### config.mk
export PLATFORM = sky130hd
export DESIGN_NAME = exp_1x1_ker_ram_rd
export DESIGN_NICKNAME = d
export VERILOG_FILES = /design/src/rtl/exp_1x1_pkg.sv /design/src/rtl/exp_1x1_ker_fifo.sv /design/src/rtl/exp_1x1_ker_ram_rd.sv
export SDC_FILE = /design/constraint.sdc
export NUM_CORES = 1
export LEC_CHECK = 0
export CAP_MARGIN = 10
export CORE_MARGIN = 1
export CORE_UTILIZATION = 35
export DETAILED_ROUTE_END_ITERATION = 7
export PLACE_DENSITY = 0.67
export SLEW_MARGIN = 30
export SYNTH_ARGS = -nofsm -noshare
export SYNTH_HDL_FRONTEND = slang
export SYNTH_SLANG_ARGS = --single-unit
### constraint.sdc
create_clock -name clk_i -period 5.1 [get_ports clk_i]
set_clock_uncertainty 0.2 [all_clocks]
set_input_delay 1.02 -clock clk_i [delete_from_list [all_inputs] [get_ports clk_i]]
set_output_delay 1.02 -clock clk_i [all_outputs]
set_load 0.05 [all_outputs]
### src/rtl/exp_1x1_pkg.sv
// Shared definitions for the expand 1x1 kernel-RAM read path.
package exp_1x1_pkg;

  localparam int unsigned EXP1_ADDR_W = 12;
  localparam int unsigned EXP1_DATA_W = 64;

  // Read-engine FSM: idle waiting for a window, or walking the window.
  typedef enum logic [0:0] {
    StWaitAddr = 1'b0,
    StRead     = 1'b1
  } exp1_state_e;

endpackage

### src/rtl/exp_1x1_ker_fifo.sv
// Synchronous first-word-fall-through FIFO for returned kernel words.
// Head entry is visible on rdata_o whenever count_o is non-zero.
module exp_1x1_ker_fifo #(
  parameter int unsigned Width = 65,
  parameter int unsigned Depth = 4
) (
  input  logic                       clk_i,
  input  logic                       flush_i,
  input  logic                       push_i,
  input  logic [Width-1:0]           wdata_i,
  input  logic                       pop_i,
  output logic [Width-1:0]           rdata_o,
  output logic [$clog2(Depth+1)-1:0] count_o
);

  localparam int unsigned PtrW = (Depth > 1) ? $clog2(Depth) : 1;
  localparam int unsigned CntW = $clog2(Depth+1);

  logic [Width-1:0] mem_q [Depth];
  logic [PtrW-1:0]  wr_ptr_q, rd_ptr_q;
  logic [CntW-1:0]  count_q;
  logic             pop_eff;

  // Pointers wrap explicitly so non-power-of-two depths work.
  function automatic logic [PtrW-1:0] ptr_inc(input logic [PtrW-1:0] p);
    return (p == PtrW'(Depth - 1)) ? '0 : p + PtrW'(1);
  endfunction

  // An empty FIFO never pops, whatever the consumer asks for.
  always_comb begin
    pop_eff = pop_i && (count_q != '0);
  end

  // Pointer and occupancy tracking with synchronous flush.
  always_ff @(posedge clk_i) begin
    if (flush_i) begin
      wr_ptr_q <= '0;
      rd_ptr_q <= '0;
      count_q  <= '0;
    end else begin
      if (push_i)  wr_ptr_q <= ptr_inc(wr_ptr_q);
      if (pop_eff) rd_ptr_q <= ptr_inc(rd_ptr_q);
      unique case ({push_i, pop_eff})
        2'b10:   count_q <= count_q + CntW'(1);
        2'b01:   count_q <= count_q - CntW'(1);
        default: count_q <= count_q;
      endcase
    end
  end

  // Storage array; contents need no reset because count gates visibility.
  always_ff @(posedge clk_i) begin
    if (push_i && !flush_i) mem_q[wr_ptr_q] <= wdata_i;
  end

  assign rdata_o = mem_q[rd_ptr_q];
  assign count_o = count_q;

endmodule

### src/rtl/exp_1x1_ker_ram_rd.sv
// Expand 1x1 kernel-RAM read engine: walks an inclusive address window,
// buffers returned words under credit control, and streams them out.
module exp_1x1_ker_ram_rd
  import exp_1x1_pkg::*;
#(
  parameter int unsigned ADDR_W     = EXP1_ADDR_W,
  parameter int unsigned DATA_W     = EXP1_DATA_W,
  parameter int unsigned FIFO_DEPTH = 4
) (
  input  logic              clk_i,
  input  logic              rst_i,
  input  logic              start_i,
  input  logic [ADDR_W-1:0] rd_addr_layr_start_i,
  input  logic              rd_start_addr_flag_i,
  input  logic [ADDR_W-1:0] rd_addr_layr_end_i,
  input  logic              rd_end_addr_flag_i,
  output logic              exp_1x1_kerl_req_o,
  output logic              chk_nxt_fire_addr_limt_o,
  output logic              ram_rd_en_o,
  output logic [ADDR_W-1:0] ram_rd_addr_o,
  input  logic [DATA_W-1:0] ram_rd_data_i,
  output logic [DATA_W-1:0] ker_data_o,
  output logic              ker_valid_o,
  input  logic              ker_ready_i,
  output logic              ker_last_o
);

  localparam int unsigned CntW = $clog2(FIFO_DEPTH + 1);
  localparam logic [CntW:0] DepthC = (CntW + 1)'(FIFO_DEPTH);

  exp1_state_e       state_q, state_d;
  logic [ADDR_W-1:0] cur_addr_q, cur_addr_d;
  logic [ADDR_W-1:0] start_q, end_q;
  logic              inflight_q, tag_q;

  logic              flush, req, start_cap, end_cap;
  logic              issue, last_issue, credit_ok;
  logic [CntW:0]     credit_sum;
  logic [CntW-1:0]   fifo_count;
  logic [DATA_W:0]   fifo_rdata;
  logic              fifo_valid, fifo_pop;

  // Issue control, flag capture and FSM next state.
  always_comb begin
    flush      = rst_i || start_i;
    credit_sum = {1'b0, fifo_count} + {{CntW{1'b0}}, inflight_q};
    credit_ok  = credit_sum < DepthC;
    issue      = !flush && (state_q == StRead) && credit_ok;
    last_issue = issue && (cur_addr_q == end_q);
    // The strobe rises on the last issue so the next window can launch back-to-back.
    req        = !flush && ((state_q == StWaitAddr) || last_issue);
    start_cap  = rd_start_addr_flag_i && req;
    end_cap    = rd_end_addr_flag_i && req;

    state_d    = state_q;
    cur_addr_d = cur_addr_q;
    if (issue) cur_addr_d = cur_addr_q + ADDR_W'(1);
    if (last_issue) state_d = StWaitAddr;
    if (end_cap) begin
      state_d    = StRead;
      cur_addr_d = start_cap ? rd_addr_layr_start_i : start_q;
    end
  end

  // State, window registers and the one-deep in-flight tag pipeline.
  always_ff @(posedge clk_i) begin
    if (flush) begin
      state_q    <= StWaitAddr;
      cur_addr_q <= '0;
      start_q    <= '0;
      end_q      <= '0;
      inflight_q <= 1'b0;
      tag_q      <= 1'b0;
    end else begin
      state_q    <= state_d;
      cur_addr_q <= cur_addr_d;
      if (start_cap) start_q <= rd_addr_layr_start_i;
      if (end_cap)   end_q   <= rd_addr_layr_end_i;
      inflight_q <= issue;
      tag_q      <= last_issue;
    end
  end

  exp_1x1_ker_fifo #(
    .Width (DATA_W + 1),
    .Depth (FIFO_DEPTH)
  ) u_fifo (
    .clk_i   (clk_i),
    .flush_i (flush),
    .push_i  (inflight_q),
    .wdata_i ({tag_q, ram_rd_data_i}),
    .pop_i   (fifo_pop),
    .rdata_o (fifo_rdata),
    .count_o (fifo_count)
  );

  // Output stream; everything is forced low while flushing.
  always_comb begin
    fifo_valid               = fifo_count != '0;
    ker_valid_o              = fifo_valid && !flush;
    fifo_pop                 = ker_valid_o && ker_ready_i;
    ker_data_o               = ker_valid_o ? fifo_rdata[DATA_W-1:0] : '0;
    ker_last_o               = ker_valid_o && fifo_rdata[DATA_W];
    ram_rd_en_o              = issue;
    ram_rd_addr_o            = issue ? cur_addr_q : '0;
    chk_nxt_fire_addr_limt_o = last_issue;
    exp_1x1_kerl_req_o       = req;
  end

endmodule
==> summary by stage <==
Detailed routing
The count of nets left with antenna violations after detail routing is 0. The pre-antenna-repair detailed-routing pass consisted of 6 iterations. The routed design has 25300 µm of wire. The detailed router finished its first iteration with ~310 violations. The routed wire length per instance is 18.5 µm. After detailed routing, the wire length on met1 is 11400 µm. The per-cell via count in the routed design is 4.91. The amount of wire on met3 after detailed routing is 1640 µm. Detailed routing inserted a total of about 6700 vias. After detailed routing, no signal wire sits above met4.

The routed design uses 12000 µm of met2 wire. In the routed design, unresolved DRC markers number 0.

Setup path
The data required time of the worst path is 3.88 ns. The most used cell along the critical path is sky130_fd_sc_hd__clkdlybuf4s50_1. The sort of element at the start of the critical path is an input pin. The worst setup path is captured at a primary output. The type of the setup path with the least slack is input pin to primary output.

The largest driver fanout on the critical path is 14. The critical path goes through clkdlybuf4s50_1 > or2_2 > nor2_4 > and2_1 > clkdlybuf4s50_1. The largest single stage delay on the critical path is 0.80 ns.

The startpoint identified for the worst register-to-register timing path is u_fifo.count_o[2]. The slowest stage of the critical path is the sky130_fd_sc_hd__clkdlybuf4s50_1 cell. The arrival time of the worst setup path is ~3.2 ns.

The register-to-register path setup slack is about 2 ns. The critical path starts at start_i.

Synth
The share of the yosys chip area belonging to registers is 71.2%. The share of flip-flops with an asynchronous set or reset after synthesis is 0%. After synthesis the cells add up to 12300 µm². The predominant post-synthesis flop cell is sky130_fd_sc_hd__edfxtp_1.

The number of instances in the synthesized netlist is 701. The number of warnings issued by yosys is 0. In this run, synthesis produced a sequential element count of 308. The per-instance average area after synthesis is approximately 18 µm². In this run, synthesis inferred between 200 and 300 flip-flops with an integrated enable.

The number of distinct library cells after synthesis is 43. The synthesized netlist net count is 803.

Cells and area
In the final design database the tool counted 993 nets. Counting the fill cells in the layout gives 3015. Relative to the synthesized area, the layout overhead comes to 26.9%.

Cells with a size suffix above 1 make up between 20% and 30% of the layout. In the final layout, the multi-input gates occupy 3310 µm². The finished cells cover around 16000 µm². In the final layout, flip-flops and latches occupy 8780 µm².

GRT
The via count of the first global-routing pass came to 6839. Across every metal layer, demand over resource in global routing totals 14.2%. The first global-routing pass estimated 39100 µm of wire. Entering global routing, the biggest net connects 60 pins. The initial antenna violation count is 0.

After global routing the overflow that remains totals 0.

Timing
The post-route minimum period is 4.44 ns. After layout, the worst path uses 87.0% of the clock period. The setup-violating endpoint count in the final report is 0.

Setup repair after global routing left no endpoint under its margin. For the pin with the worst max-slew slack, the measured transition is 0.863 ns. The number of hold violations in the final report is 0.

The worst relative slew slack is 42.3%. Static timing analysis puts the maximum clock frequency at 225 MHz. The count of pins over their slew limit was 0. Adding up every negative setup slack in the final design gives 0 ns.

Clock tree
The hold buffer count at cts is 0. The later pin in the worst-skew pair is clocked with a latency of approximately 0.50 ns. Once the clock tree was built, the setup fixing pass inserted 0 buffers. Clock-pin slew was measured on the worst setup and hold paths at 0.05 ns. The number of gates resized after CTS was 0. The clock tree synthesis step divided the H-tree into 2 levels. Clock tree synthesis inserted a total of 34 buffers. The clock tree root driver cell is sky130_fd_sc_hd__clkbuf_16. The clock passes through at most 3 buffers.

The clock drives 308 sinks. TritonCTS built the clock tree.

Place
The number of buffer cells added on primary ports is 174. The congestion estimate from routability-driven global placement came to 0.839. The placed wire-length estimate after detailed placement is 15700 µm. The area after detailed placement is around 15000 µm².

Floorplan
Pin placement for this block handled approximately 180 I/O pins. The vertical die dimension is ~190 µm. The number of rows created at floorplan is 68.

The initial core utilization is a little over a third. The core box area is about 35000 µm². The die covers 36000 µm². The die width is roughly 190 µm.

Power
The analysis attributes to cell leakage a power of 5.41 nW. The power per unit of standard cell area is 334 nW/µm². Across the VDD grid, the largest voltage drop is 0.230 mV.

Run
The number of max-capacitance violations reported is 0.

Min path
The source of the worst hold timing path is start_q[8]. In this run the worst hold path is classified as register to register.

Outcome
The flow ran to the end, and the final reports show no timing, DRC or antenna violations.
## cell type report
cell class | count | area share [%]
multi-input combinational | 326 | 21.2
clock buffer | 46 | 6.14
tap | 455 | 3.64
antenna | 1 | 0.0160
timing repair buffer | 189 | 11.5
inverter | 32 | 0.768
clock inverter | 11 | 0.632
sequential | 308 | 56.1
## report_power, final
group | switching (W) | leakage [nW] | total [W] | internal (W)
Combinational | 0.0000858 | 2.18 | 0.000185 | 0.0000994
Sequential | 0.0000112 | 2.72 | 0.00275 | 0.00274
Clock | 0.000924 | 0.514 | 0.00229 | 0.00137
## per-stage QoR
| step | instances | worst slack [ns] | hold WS (ns) | util [%] | total power, W |
|---|---|---|---|---|---|
| finish | 1368 | 0.664 | 0.259 | 45.1 | 0.00523 |
| global route | 1367 | 0.472 | 0.295 | 45.1 | 0.00541 |
| CTS | 1367 | 0.613 | 0.265 | 45.1 | 0.00530 |
| detailed placement | 1310 | 0.522 | 0.257 | 42.1 | 0.00299 |
| global placement | 1309 | 0.598 | 0.245 | 42.0 | 0.00298 |
| floorplan | 701 | 0.611 | 0.237 | - | 0.00287 |
## final timing paths
check,endpoint,cells past startpoint
setup / recovery,ker_data_o[4],5
hold / removal,start_q[8],2
setup reg to reg,u_fifo.count_o[2],11
hold reg to reg,start_q[8],2
## cell usage after synthesis (5+ instances only)
cell | instances | share of area [%]
sky130_fd_sc_hd__mux2i_1 | 35 | 2.8
sky130_fd_sc_hd__dfxtp_1 | 48 | 7.8
sky130_fd_sc_hd__a21oi_1 | 7 | 0.28
sky130_fd_sc_hd__xnor2_1 | 13 | 0.92
sky130_fd_sc_hd__buf_2 | 6 | 0.24
sky130_fd_sc_hd__ha_1 | 7 | 0.71
sky130_fd_sc_hd__o22ai_1 | 6 | 0.30
sky130_fd_sc_hd__and3_1 | 19 | 0.96
sky130_fd_sc_hd__and2_1 | 68 | 3.5
sky130_fd_sc_hd__o21ai_0 | 5 | 0.20
sky130_fd_sc_hd__nor2_1 | 11 | 0.34
sky130_fd_sc_hd__inv_1 | 32 | 0.97
sky130_fd_sc_hd__nand2_1 | 32 | 0.97
sky130_fd_sc_hd__xor2_1 | 11 | 0.78
sky130_fd_sc_hd__nand3_1 | 9 | 0.37
sky130_fd_sc_hd__nand4_1 | 9 | 0.46
sky130_fd_sc_hd__edfxtp_1 | 260 | 63
sky130_fd_sc_hd__clkbuf_1 | 25 | 0.76
sky130_fd_sc_hd__mux4_2 | 65 | 12
## logic make-up (layout without fill, tap and decap cells)
family,count (synthesis),after routing,synth area share [%]
compound gates,27,27,1.57
xor+xnor,24,24,1.71
fa+ha+maj,8,8,0.873
buf+inv,67,278,2.19
flops,308,308,71.2
mux,100,100,14.7
other cells,0,1,0
simple gates,167,167,7.76
## critical path, delay by kind of cell
family	cells	cell delay [ns]
buffers and inverters	2	1.28
AND/OR/NAND/NOR	3	0.91
## routing by layer
metal	vias up	track usage, %
met2	210	23.1
met1	3403	19.2
met3	30	3.28
met5	-	0
li1	3069	-
met4	0	3.44
## registers in the layout, indices dropped and copies added, names as in the netlist, named ones only
name             flops
u_fifo.mem_q       260
cur_addr_q          12
end_q               12
start_q             12
u_fifo.count_o       3
u_fifo.rd_ptr_q      2
u_fifo.wr_ptr_q      2
inflight_q           1
state_q              1
tag_q                1
## placed cells by master, fill, tap and decap left out, drive strengths merged, types with 2 or more instances in the layout
cell,synthesis,final
xor2,11,11
inv,32,32
o22ai,6,6
clkdlybuf4s50,0,115
edfxtp,260,260
clkbuf,25,46
mux4,65,65
nand2,33,33
o21ai,5,5
nor3,3,3
or4,2,2
a211oi,3,3
nor2,11,11
mux2i,35,35
and3,19,19
nor4,3,3
nand3,10,10
xnor2,13,13
dfxtp,48,48
a21oi,7,7
o41ai,2,2
nand2b,2,2
and2,68,68
clkinv,0,9
nand4,9,9
or3,2,2
buf,10,74
ha,7,7
Note: power is estimated with default switching activity, not from simulation.
